**src/rtl/vga_board_writer_if.sv**
```systemverilog
// CPU-side MMIO bus and display write-port signals of vga_board_writer.
// The master side belongs to the CPU or the bench. The slave side belongs to the writer.
interface vga_board_writer_if;
    logic [31:0] cpu_addr;
    logic        cpu_we;
    logic [31:0] cpu_wdata;
    logic [31:0] cpu_rdata;
    logic [31:0] vga_addr;
    logic        vga_we;
    logic [31:0] vga_wdata;
    logic        busy;

    modport master (
        output cpu_addr, cpu_we, cpu_wdata,
        input  cpu_rdata, vga_addr, vga_we, vga_wdata, busy
    );

    modport slave (
        input  cpu_addr, cpu_we, cpu_wdata,
        output cpu_rdata, vga_addr, vga_we, vga_wdata, busy
    );
endinterface

```
**src/rtl/vga_board_writer.sv**
```systemverilog
// Board display writer.
// Keeps a shadow copy of ten display slots: nine cells plus one status slot.
// Sends each changed slot to the display as one {tag, idx} word.
// Each word is held for HOLD_CYCLES cycles before the next word may go out.
module vga_board_writer #(
    parameter logic [31:0] BASE_ADDR   = 32'h0000_FF00,
    parameter int unsigned HOLD_CYCLES = 4,
    parameter logic [15:0] MAX_IDX     = 16'd9
) (
    input logic               clk,
    input logic               rst,
    vga_board_writer_if.slave bus
);

    typedef enum logic {IDLE, HOLD} state_t;

    state_t      state;
    logic [15:0] cnt;
    logic [15:0] shadow [10];
    logic [9:0]  dirty;
    logic        err;

    logic [31:0] offset;
    logic [3:0]  word;
    logic        in_window;
    logic        slot_hit;
    logic        ctrl_hit;
    logic        status_hit;
    logic        idx_legal;
    logic        sel_valid;
    logic [3:0]  sel_idx;
    logic        issue;
    logic [9:0]  set_mask;
    logic [9:0]  clr_mask;
    logic        busy_w;

    // Display tag of a slot: slot 0 is the status slot and is tagged 0xA.
    function automatic logic [15:0] tag_of(input logic [3:0] k);
        return (k == 4'd0) ? 16'h000A : {12'b0, k};
    endfunction

    // Decode the CPU address into slot, CTRL or STATUS hits.
    // Unaligned and out-of-window addresses hit nothing.
    always_comb begin
        // NOTE: every always_comb output is assigned before any branch, so no latch is inferred.
        offset     = bus.cpu_addr - BASE_ADDR;
        word       = offset[5:2];
        in_window  = (offset[1:0] == 2'b00) && (offset < 32'h30);
        slot_hit   = in_window && (word <= 4'd9);
        ctrl_hit   = in_window && (word == 4'd10);
        status_hit = in_window && (word == 4'd11);
        idx_legal  = (bus.cpu_wdata[15:0] <= MAX_IDX);
    end

    // Pick the lowest-numbered dirty slot as the next word to send.
    always_comb begin
        sel_valid = 1'b0;
        sel_idx   = 4'd0;
        for (int k = 9; k >= 0; k--) begin
            if (dirty[k]) begin
                sel_valid = 1'b1;
                sel_idx   = 4'(k);
            end
        end
    end

    assign issue = (state == IDLE) && sel_valid;

    // Dirty-bit edits for this cycle.
    // A CPU set is applied after the scanner's clear, so the set wins.
    always_comb begin
        clr_mask = issue ? (10'b1 << sel_idx) : 10'b0;
        set_mask = 10'b0;
        if (bus.cpu_we && slot_hit && idx_legal) begin
            set_mask = 10'b1 << word;
        end else if (bus.cpu_we && ctrl_hit && bus.cpu_wdata[0]) begin
            set_mask = 10'h3FF;
        end
    end

    // Shadow slots, dirty bits and the sticky illegal-index flag.
    always_ff @(posedge clk) begin
        if (rst) begin
            // NOTE: the shadow array is reset explicitly because readback of an unwritten slot must return idx 0.
            for (int k = 0; k < 10; k++) begin
                shadow[k] <= 16'd0;
            end
            dirty <= 10'd0;
            err   <= 1'b0;
        end else begin
            dirty <= (dirty & ~clr_mask) | set_mask;
            if (bus.cpu_we && slot_hit) begin
                if (idx_legal) begin
                    shadow[word] <= bus.cpu_wdata[15:0];
                end else begin
                    err <= 1'b1;
                end
            end else if (bus.cpu_we && ctrl_hit && bus.cpu_wdata[1]) begin
                err <= 1'b0;
            end
        end
    end

    // Scanner FSM with registered display outputs.
    // HOLD returns to IDLE as cnt reaches 0, so issues are HOLD_CYCLES apart.
    // The minimum spacing is two cycles.
    always_ff @(posedge clk) begin
        if (rst) begin
            // NOTE: sequential state uses non-blocking assignments so every register updates together at the edge.
            state         <= IDLE;
            cnt           <= 16'd0;
            bus.vga_addr  <= 32'd0;
            bus.vga_we    <= 1'b0;
            bus.vga_wdata <= 32'd0;
        end else begin
            bus.vga_we <= 1'b0;
            case (state)
                IDLE: begin
                    if (sel_valid) begin
                        bus.vga_we    <= 1'b1;
                        bus.vga_wdata <= {tag_of(sel_idx), shadow[sel_idx]};
                        bus.vga_addr  <= BASE_ADDR + {26'd0, sel_idx, 2'b00};
                        cnt           <= 16'(HOLD_CYCLES - 1);
                        state         <= HOLD;
                    end
                end
                HOLD: begin
                    if (cnt <= 16'd1) begin
                        state <= IDLE;
                    end
                    cnt <= (cnt == 16'd0) ? 16'd0 : cnt - 16'd1;
                end
                default: state <= IDLE;
            endcase
        end
    end

    assign busy_w   = (state != IDLE) || (dirty != 10'd0);
    assign bus.busy = busy_w;

    // Combinational register readback; 0 outside the window.
    always_comb begin
        bus.cpu_rdata = 32'd0;
        if (slot_hit) begin
            bus.cpu_rdata = {tag_of(word), shadow[word]};
        end else if (status_hit) begin
            bus.cpu_rdata = {20'd0, err, busy_w, dirty};
        end
    end

endmodule

```
**src/flat_wrapper.sv**
```systemverilog
// flat-port wrapper written by rule: the top's interface ports become plain ports
module vga_board_writer_flat 
#(
    parameter logic [31:0] BASE_ADDR   = 32'h0000_FF00,
    parameter int unsigned HOLD_CYCLES = 4,
    parameter logic [15:0] MAX_IDX     = 16'd9
)
  (clk, rst, bus_cpu_addr, bus_cpu_we, bus_cpu_wdata, bus_cpu_rdata, bus_vga_addr, bus_vga_we, bus_vga_wdata, bus_busy);
  vga_board_writer_if bus_i ();
  input logic clk;
  input logic rst;
  input wire logic [$bits(bus_i.cpu_addr)-1:0] bus_cpu_addr;
  input wire logic [$bits(bus_i.cpu_we)-1:0] bus_cpu_we;
  input wire logic [$bits(bus_i.cpu_wdata)-1:0] bus_cpu_wdata;
  output wire logic [$bits(bus_i.cpu_rdata)-1:0] bus_cpu_rdata;
  output wire logic [$bits(bus_i.vga_addr)-1:0] bus_vga_addr;
  output wire logic [$bits(bus_i.vga_we)-1:0] bus_vga_we;
  output wire logic [$bits(bus_i.vga_wdata)-1:0] bus_vga_wdata;
  output wire logic [$bits(bus_i.busy)-1:0] bus_busy;
  assign bus_i.cpu_addr = bus_cpu_addr;
  assign bus_i.cpu_we = bus_cpu_we;
  assign bus_i.cpu_wdata = bus_cpu_wdata;
  assign bus_cpu_rdata = bus_i.cpu_rdata;
  assign bus_vga_addr = bus_i.vga_addr;
  assign bus_vga_we = bus_i.vga_we;
  assign bus_vga_wdata = bus_i.vga_wdata;
  assign bus_busy = bus_i.busy;
  vga_board_writer #(.BASE_ADDR(BASE_ADDR), .HOLD_CYCLES(HOLD_CYCLES), .MAX_IDX(MAX_IDX)) u_core (.clk(clk), .rst(rst), .bus(bus_i));
endmodule
```
**config.mk**
```make
export PLATFORM = sky130hd
export DESIGN_NAME = vga_board_writer_flat
export DESIGN_NICKNAME = d
export VERILOG_FILES = /design/src/rtl/vga_board_writer_if.sv /design/src/rtl/vga_board_writer.sv /design/src/flat_wrapper.sv
export SDC_FILE = /design/constraint.sdc
export NUM_CORES = 1
export LEC_CHECK = 0
export ABC_CLOCK_PERIOD_IN_PS = 5250
export CORE_ASPECT_RATIO = 0.8
export CORE_UTILIZATION = 35
export DETAILED_ROUTE_END_ITERATION = 8
export SLEW_MARGIN = 5
export SYNTH_ARGS = -nofsm -noshare
export SYNTH_HDL_FRONTEND = slang
export SYNTH_SLANG_ARGS = --single-unit
```
**constraint.sdc**
```tcl
create_clock -name clk -period 5.25 [get_ports clk]
set_input_delay 1.05 -clock clk [delete_from_list [all_inputs] [get_ports clk]]
set_output_delay 1.05 -clock clk [all_outputs]
set_load 0.05 [all_outputs]
```
==> qor.txt, run 1 <==
Outcome: finished clean
Residual DRC count: 0
Post-Synthesis Cell Area: 12750 um2
Area delta synth->final: 25.76%
CP max-delay cell: mux4_2
Sequential area share after synthesis: 57.45%
Switching Share: 23.91%
Count of final setup violators: 0
Syn_area_per_cell: 12.69 um2
Die H: 172.7 um
CTS tree: done
CP max FO: 28
DP HPWL: 25.42 mm
Sink Count: 262
Root buffer cell: clkbuf_16
Worst skew pair latency: 0.56 ns
Site row count: 62
R2r startpoint: u_core.dirty[6]
Post-synth EDFFs: 208
Worst hold start: u_core.bus.vga_addr[3]
Final core occ: 44.66%
IO Pins: 165
Largest net degree at the start of global routing: 35
Htree depth: 1
Hold Crit Depth: 2
Vias per cell: 5.234
Type of the most critical hold path: reg -> reg
Fraction of layout cells with a size suffix above 1: 14.31%
Worst clock skew: 0.01120 ns
Biggest area consumer among synthesized cells: edfxtp_1
Crit path top cell by count: buf_12
Ant. Diodes: 0
Pint: 3647 uW
Crit share post-route: 83.82%
Routed wire length: 38.06 mm
First-pass GRT wire length: 56.29 mm
TritonRoute pass-1 iters: 5
Clock Tree Buf Depth: 3
Starting density of the core: 35.51%
Final ANT Viol Nets: 0
Hold Violations, Final: 0
Setup tns final: 0 ns
I/O Buffers: 104
RSZ-0062 raised after global routing: false
Ranking of synthesized cells by area: edfxtp_1, mux4_2, dfxtp_1
Seq cells post-synth: 262
Leak: 0.005974 uW
Met2 Usage GRT: 31.22%
Worst EP required: 4.20 ns
GR Overflow Total: 0
Die width: 215.4 um
Reg-to-reg setup timing slack: 1.96 ns
Share of the synthesized area in the top cell type: 48.97%
Clock Power Share: 40.9%
Reg2reg end: u_core.bus.vga_wdata[0]
VDD IR max: 0.0002713 V
Commonest non-fill, non-tap cell in the layout: conb_1
Clock slew at the register clock pins of the worst setup and hold paths: 0.06 ns
Max Cap Viol: 0
Worst Hold Endpoint: u_core.bus.vga_addr[3]
Crit path capture type: output pin
Synth Instances: 1005
Crit path launch type: input pin
Net Switching: 1146 uW
CTS Buf Count: 27
Vias in the first global route: 9194
Met3 GRT Util: 4.239%
GRT Overall Usage: 20.27%
Final number of max-transition violations: 0
Post-synth ARST share: 0%
Most frequent cells in the layout: conb_1, edfxtp_1, nor2_1
Power density over the cells: 298.8 nW/um2
Synth unique cells: 68
Setup CP Type: in -> out
Antenna violations before repair: 1
Synth warnings: 0
GPL Wtd Cong: 0.8562
Slew HR: 18.40%
Met1 Use GR: 28.64%
DR vias: 9426
Hold buffer count at CTS: 0
Nets@finish: 1370
Post-Layout Cell Count: 1801
Most Used Layer, Global Route: met2
CORE AREA: 35920 um2
Max incr delay on CP: 0.50 ns
Sequential Power Share: 50.6%
Combinational cell fraction of total power: 8.4%
Arr. time, crit path: 3.35 ns
Initial drt markers: 1142
Min cycle time layout: 4.400 ns
Worst Tran Pin Value: 1.224 ns
CP cell instances: buf_4, buf_12, mux4_2, mux2i_1, a21oi_1, a221oi_1, nor2_1, buf_12
WL per Instance: 21.13 um
Placed insts: 1751
Post-CTS Resized: 0
Reg2reg path depth: 7
Ys flop type: edfxtp_1
Die ar.: 37210 um2
Fmax: 0.2273 GHz
Post-CTS setup repair buffer count: 0
cell usage after synthesis, types with 8 or more instances:
cell        n
edfxtp_1  208
nor2_1     99
nand2_1    58
mux4_2     56
dfxtp_1    54
buf_4      53
a21oi_1    42
o21ai_0    38
clkbuf_1   34
o221ai_1   30
nand3_1    27
nor3_1     26
mux2i_1    24
buf_2      23
and3_1     21
a221oi_1   15
o21ai_1    15
inv_1      14
a31oi_1    13
nor2b_1    13
nor4_1     11
o31ai_1    10
and2_1      8
layer usage:
layer  vias to the layer above  wire, um
met3                        80      4082
met1                      4600     15900
met4                         0      1209
li1                       4225         -
met2                       521     16860
met5                         -         0
power by group through the flow:
stage,Combinational (uW),Clock (uW),Sequential (uW)
6_report,405,1960,2430
5_1_grt,431,2080,2440
4_1_cts,399,2010,2420
3_5_place_dp,398,0,2470
3_3_place_gp,398,0,2460
2_1_floorplan,298,0,2450
critical path: cells and delay by family:
kind            cells  cell delay [ns]
mux                 2             0.65
simple gates        1             0.18
compound gates      2             0.53
buf+inv             3             0.93
state kept, by name, indices dropped and copies added, names as in the netlist:
register / flops
u_core.err: 1
u_core.shadow: 208
u_core.bus.vga_addr: 5
u_core.dirty: 10
u_core.cnt: 16
u_core.bus.vga_wdata: 20
u_core.bus.vga_we: 1
u_core.state: 1
through the flow:
step	cell area [um2]	setup slack, ns	power [uW]	hold WS (ns)
floorplan	13700	1.113	2746	0.4494
global placement	15140	0.8008	2859	0.4470
detailed placement	15140	0.8290	2868	0.4538
CTS	16040	0.8281	4834	0.4627
global route	16040	0.6993	4950	0.5075
finish	16040	0.8496	4793	0.4615
area by class of cell:
class                           instances  area, um2
Fill cell                            3321      19880
Sequential cell                       262       7327
Multi-Input combinational cell        860       5648
Timing Repair Buffer                  134       1509
Clock buffer                           31      700.7
Tap cell                              480      600.6
Clock inverter                         19      197.7
Inverter                               15      56.30
worst max-delay path by stage:
stage / start / endpoint / slack (ns) / depth (start not counted)
floorplan: bus_cpu_addr[2] / bus_cpu_rdata[10] / 1.11 / 8
global placement: bus_cpu_addr[2] / bus_cpu_rdata[0] / 0.80 / 8
detailed placement: bus_cpu_addr[2] / bus_cpu_rdata[0] / 0.83 / 8
CTS: bus_cpu_addr[2] / bus_cpu_rdata[0] / 0.83 / 8
global route: bus_cpu_addr[2] / bus_cpu_rdata[5] / 0.70 / 8
finish: bus_cpu_addr[2] / bus_cpu_rdata[0] / 0.85 / 8
logic make-up (layout without fill, tap and decap cells):
family,after synthesis,count (layout),synth area share (%)
AND/OR/NAND/NOR,304,304,11.81
flip-flops,262,262,57.45
AO/OA/AOI/OAI,220,220,12.61
buffers and inverters,134,199,5.965
multiplexers,80,80,11.77
adder cells (fa/ha/maj),3,3,0.2944
other,1,252,0.02940
XOR/XNOR,1,1,0.06869
(Power assumes the default switching activity.)
==> run 2: changes to the inputs <==
--- a/config.mk
+++ b/config.mk
@@ -5,7 +5,7 @@
 export SDC_FILE = /design/constraint.sdc
 export NUM_CORES = 1
 export LEC_CHECK = 0
-export ABC_CLOCK_PERIOD_IN_PS = 5250
+export ABC_CLOCK_PERIOD_IN_PS = 4500
 export CORE_ASPECT_RATIO = 0.8
 export CORE_UTILIZATION = 35
 export DETAILED_ROUTE_END_ITERATION = 8
==> constraint.sdc (replaced) <==
create_clock -name clk -period 4.5 [get_ports clk]
set_input_delay 0.9 -clock clk [delete_from_list [all_inputs] [get_ports clk]]
set_output_delay 0.9 -clock clk [all_outputs]
set_load 0.05 [all_outputs]
==> qor.txt, run 2 (synthesis gave the netlist of run 1 again) <==
Outcome: finished clean
Root buffer cell: clkbuf_16
R2r startpoint: u_core.dirty[3]
Net Switching: 1347 uW (+18%)
Combinational cell fraction of total power: 8.5% (about the same)
Fraction of layout cells with a size suffix above 1: 14.84% (+0.54 points)
Setup CP Type: in -> out
Sink Count: 262 (unchanged)
CTS tree: done
Largest net degree at the start of global routing: 35 (unchanged)
Final WS setup: 0.3679 ns (-0.4817 ns)
Vias in the first global route: 9268 (+0.80%)
DP HPWL: 25.68 mm (+1.0%)
Pint: 4319 uW (+18%)
Max reg flops: 208 (unchanged)
Switching Share: 23.77% (-0.14 points)
Worst skew pair latency: 0.58 ns (+0.02 ns)
Worst Tran Pin Value: 1.214 ns (-0.01007 ns)
Reg2reg path depth: 6 (-1)
Top Registers: u_core.shadow (208), u_core.bus.vga_wdata (20), u_core.cnt (16)
Leak: 0.006052 uW (+1.3%)
Clock Power Share: 41.5% (+0.6 points)
Crit share post-route: 91.82%
Top reg by flops: u_core.shadow
Type of the most critical hold path: reg -> reg
Initial drt markers: 1108 (-3.0%)
CORE AREA: 35920 um2 (unchanged)
Post-CTS Resized: 0 (unchanged)
Crit path capture type: output pin
Slew HR: 18.44% (+0.049 points)
Sequential Power Share: 49.9% (-0.7 points)
Arr. time, crit path: 3.23 ns (-0.12 ns)
Ant. Diodes: 0 (unchanged)
IO Pins: 165 (unchanged)
First-pass GRT wire length: 57.59 mm (+2.3%)
Die H: 172.7 um (unchanged)
Max Cap Viol: 0 (unchanged)
Setup tns final: 0 ns (unchanged)
WL per Instance: 21.35 um (+1.0%)
Count of final setup violators: 0 (unchanged)
Hold Violations, Final: 0 (unchanged)
Power density over the cells: 350.5 nW/um2 (+17%)
# fillers: 3331 (+0.30%)
Commonest non-fill, non-tap cell in the layout: conb_1
Worst EP required: 3.60 ns (-0.60 ns)
GRT Overall Usage: 20.70% (+0.43 points)
Die width: 215.4 um (unchanged)
DR vias: 9488 (+0.66%)
Min cycle time layout: 4.132 ns
Die ar.: 37210 um2 (unchanged)
Reg-to-reg setup timing slack: 1.49 ns (-0.47 ns)
Clock Tree Buf Depth: 3 (unchanged)
Fmax: 0.2420 GHz
Vias per cell: 5.230 (about the same)
VDD IR max: 0.0003772 V (+39%)
Post-Layout Cell Count: 1814 (+0.72%)
Crit path launch type: input pin
Nets@finish: 1383 (+0.95%)
Hold Crit Depth: 2 (unchanged)
Most frequent cells in the layout: conb_1, edfxtp_1, nor2_1
Post-CTS setup repair buffer count: 0 (unchanged)
RSZ-0062 raised after global routing: false
Worst hold start: u_core.bus.vga_addr[3]
Routed wire length: 38.74 mm (+1.8%)
Final ANT Viol Nets: 0 (unchanged)
Htree depth: 1 (unchanged)
Hold buffer count at CTS: 0 (unchanged)
Residual DRC count: 0 (unchanged)
Site row count: 62 (unchanged)
Starting density of the core: 35.51% (unchanged)
TritonRoute pass-1 iters: 6 (+1)
CP max FO: 14 (-50%)
Critical Path Start: bus_cpu_addr[4]
Post-Place Setup Slack: 0.3920 ns (-0.4371 ns)
GPL Wtd Cong: 0.8572 (+0.12%)
Worst clock skew: 0.02814 ns (+0.01694 ns)
Antenna violations before repair: 0 (-1)
Area delta synth->final: 26.77%
I/O Buffers: 104 (unchanged)
Final number of max-transition violations: 0 (unchanged)
Placed insts: 1764 (+0.74%)
Clock slew at the register clock pins of the worst setup and hold paths: 0.06 ns (about the same)
GR Overflow Total: 0 (unchanged)
CTS Buf Count: 27 (unchanged)
==> run 2: worst paths after layout <==
path	to
min reg2reg	u_core.bus.vga_addr[3]
max reg2reg	u_core.bus.vga_wdata[0]
min	u_core.bus.vga_addr[3]
max	bus_cpu_rdata[13]
==> run 2: final cells by class <==
| cell class | count | area, um2 | share of cell area, % |
|---|---|---|---|
| clock buffers | 36 | 719.4 | 4.450 |
| clock inverters | 14 | 188.9 | 1.169 |
| repair buffers | 147 | 1632 | 10.09 |
| inverters | 15 | 56.30 | 0.3482 |
| multi-input cells | 860 | 5644 | 34.91 |
| flip-flops and latches | 262 | 7327 | 45.32 |
| well taps | 480 | 600.6 | 3.715 |
==> run 2: power groups by stage <==
stage          logic, uW  clock network (uW)  registers [uW]
2_1_floorplan        347                   0            2860
3_3_place_gp         475                   0            2870
3_5_place_dp         476                   0            2880
4_1_cts              478                2380            2830
5_1_grt              517                2480            2840
6_report             484                2350            2830
==> run 2: stage by stage <==
step	hold WS [ns]	utilization, %	area, um2	power [uW]
after floorplan	0.4494	-	13700	3204
after global placement	0.4469	42.49	15260	3346
after detailed placement	0.4530	42.49	15260	3356
after CTS	0.4614	45.02	16170	5687
after global routing	0.4930	45.02	16170	5836
final	0.4613	45.02	16170	5666
==> run 2: critical path: stages <==
cell             delay (ns)
clkdlybuf4s50_1        0.58
or2_2                  0.56
nand2_1                0.22
nand2b_1               0.37
nor2b_1                0.41
buf_12                 0.18
==> run 2: layer usage <==
metal,wire [um],track usage (%)
met1,16500,29.28
met2,16990,31.65
met3,4086,4.925
met4,1155,5.851
met5,0,0
==> run 3: changes to the inputs <==
--- a/config.mk
+++ b/config.mk
@@ -5,7 +5,8 @@
 export SDC_FILE = /design/constraint.sdc
 export NUM_CORES = 1
 export LEC_CHECK = 0
-export ABC_CLOCK_PERIOD_IN_PS = 4500
+export ABC_CLOCK_PERIOD_IN_PS = 4000
+export CAP_MARGIN = 15
 export CORE_ASPECT_RATIO = 0.8
 export CORE_UTILIZATION = 35
 export DETAILED_ROUTE_END_ITERATION = 8
==> constraint.sdc (replaced) <==
create_clock -name clk -period 4 [get_ports clk]
set_input_delay 0.8 -clock clk [delete_from_list [all_inputs] [get_ports clk]]
set_output_delay 0.8 -clock clk [all_outputs]
set_load 0.05 [all_outputs]
==> qor.txt, run 3 (synthesis gave the netlist of run 1 again) <==
Routed wire length: 38.33 mm (-1.0%)
WL per Instance: 21.00 um (-1.6%)
Starting density of the core: 35.51% (unchanged)
Met2 Usage GRT: 30.38% (-1.3 points)
Fraction of layout cells with a size suffix above 1: 15.54% (+0.70 points)
Post-Place Setup Slack: 0.1391 ns (-0.2529 ns)
Vias per cell: 5.244 (+0.26%)
Die ar.: 37210 um2 (unchanged)
Reg area: 7327 um2 (unchanged)
Root buffer cell: clkbuf_16
CTS Buf Count: 27 (unchanged)
Nets@finish: 1394 (+0.80%)
Sink Count: 262 (unchanged)
Crit share post-route: 96.33%
# fillers: 3362 (+0.93%)
Worst EP required: 3.20 ns (-0.40 ns)
Crit path capture type: output pin
Residual DRC count: 0 (unchanged)
CORE AREA: 35920 um2 (unchanged)
Power Total: 6246 uW (+10%)
Setup CP Type: in -> out
Max reg flops: 208 (unchanged)
Post-CTS setup repair buffer count: 0 (unchanged)
CTS tree: done
DR vias: 9570 (+0.86%)
TritonRoute pass-1 iters: 5 (-1)
Worst Tran Pin Value: 1.097 ns (-0.1174 ns)
GR Overflow Total: 0 (unchanged)
Min cycle time layout: 3.853 ns
Met3 GRT Util: 5.770% (+0.84 points)
I/O Buffers: 104 (unchanged)
Vias in the first global route: 9306 (+0.41%)
First-pass GRT wire length: 57.00 mm (-1.0%)
Hold buffer count at CTS: 0 (unchanged)
Met1 Use GR: 28.52% (-0.75 points)
Final WS setup: 0.1467 ns (-0.2212 ns)
Most frequent cells in the layout: conb_1, edfxtp_1, nor2_1
Top reg by flops: u_core.shadow
Final number of max-transition violations: 0 (unchanged)
Clock slew at the register clock pins of the worst setup and hold paths: 0.06 ns (about the same)
Final ANT Viol Nets: 0 (unchanged)
Top Registers: u_core.shadow (208), u_core.bus.vga_wdata (20), u_core.cnt (16)
GPL Wtd Cong: 0.8922 (+4.1%)
Largest net degree at the start of global routing: 35 (unchanged)
Worst skew pair latency: 0.56 ns (-0.02 ns)
Htree depth: 1 (unchanged)
GRT Overall Usage: 20.44% (-0.25 points)
Hold Violations, Final: 0 (unchanged)
Initial drt markers: 1117 (+0.81%)
VDD IR max: 0.0003039 V (-19%)
RSZ-0062 raised after global routing: true
Post-CTS Resized: 0 (unchanged)
Ant. Diodes: 0 (unchanged)
Clock Tree Buf Depth: 3 (unchanged)
Site row count: 62 (unchanged)
Max Cap Viol: 0 (unchanged)
Commonest non-fill, non-tap cell in the layout: conb_1
Multi-input gate area: 5644 um2 (unchanged)
Most Used Layer, Global Route: met2
Antenna violations before repair: 0 (unchanged)
Die width: 215.4 um (unchanged)
Power density over the cells: 385.2 nW/um2 (+9.9%)
Outcome: finished clean
DP HPWL: 26.29 mm (+2.4%)
Count of final setup violators: 0 (unchanged)
Setup tns final: 0 ns (unchanged)
Crit path launch type: input pin
Area delta synth->final: 27.14%
Die H: 172.7 um (unchanged)
Fmax: 0.2595 GHz
IO Pins: 165 (unchanged)
Leak: 0.006092 uW (+0.66%)
Slew HR: 26.73% (+8.3 points)
CP max FO: 7 (-7)
Worst clock skew: 0.01577 ns (-0.01237 ns)
Type of the most critical hold path: reg -> reg
Arr. time, crit path: 3.05 ns (-0.18 ns)
==> run 3: changes by cell type in the layout (fill, tap and decap cells not counted) <==
cell | previous run | this run
bufinv_16 | 4 | 1
clkinv_2 | 5 | 4
clkinv_1 | 2 | 1
clkbuf_8 | 1 | 6
buf_4 | 38 | 49
clkbuf_1 | 8 | 9
clkinv_4 | 1 | 0
clkinvlp_4 | 1 | 0
inv_4 | 0 | 1
==> run 3: path summary, 6_finish.rpt <==
check	depth (start not counted)	slack (ns)	from	to
worst max-delay path	7	0.15	bus_cpu_addr[5]	bus_cpu_rdata[16]
worst min-delay path	2	0.46	u_core.bus.vga_wdata[16]	u_core.bus.vga_wdata[16]
worst max register to register	7	1.11	u_core.dirty[2]	u_core.bus.vga_wdata[0]
worst min register to register	2	0.46	u_core.bus.vga_wdata[16]	u_core.bus.vga_wdata[16]
==> run 3: stage by stage <==
stage	instances	area (um2)	hold slack, ns	utilization, %
2_1_floorplan	1256	13700	0.4494	-
3_3_place_gp	1775	15340	0.4457	42.72
3_5_place_dp	1775	15340	0.4519	42.72
4_1_cts	1825	16210	0.4603	45.14
5_1_grt	1825	16210	0.4841	45.14
6_report	1825	16210	0.4606	45.14
==> run 3: area by class of cell <==
type                            count  area share, %
Clock buffer                       42          4.885
Clock inverter                      8         0.4939
Inverter                           15         0.3472
Multi-Input combinational cell    860          34.81
Sequential cell                   262          45.19
Tap cell                          480          3.704
Timing Repair Buffer              158          10.57
==> run 3: worst max-delay path, stage by stage <==
cell and delay, ns:
clkdlybuf4s50_1 0.58, a211oi_1 0.30, and4_1 0.22, nand4b_1 0.13, nand2b_1 0.45, nor2_1 0.39, buf_12 0.18
==> run 3: report_power, final <==
part           total, uW  internal, uW  switching [uW]
clock               2510          1430            1080
sequential          3190          3110            72.9
combinational        551           221             330
==> run 3: routing by layer <==
metal | routed length (um) | up-vias
met4 | 1312 | 2
met5 | 56 | -
li1 | - | 4272
met2 | 16580 | 551
met3 | 4387 | 77
met1 | 15990 | 4668
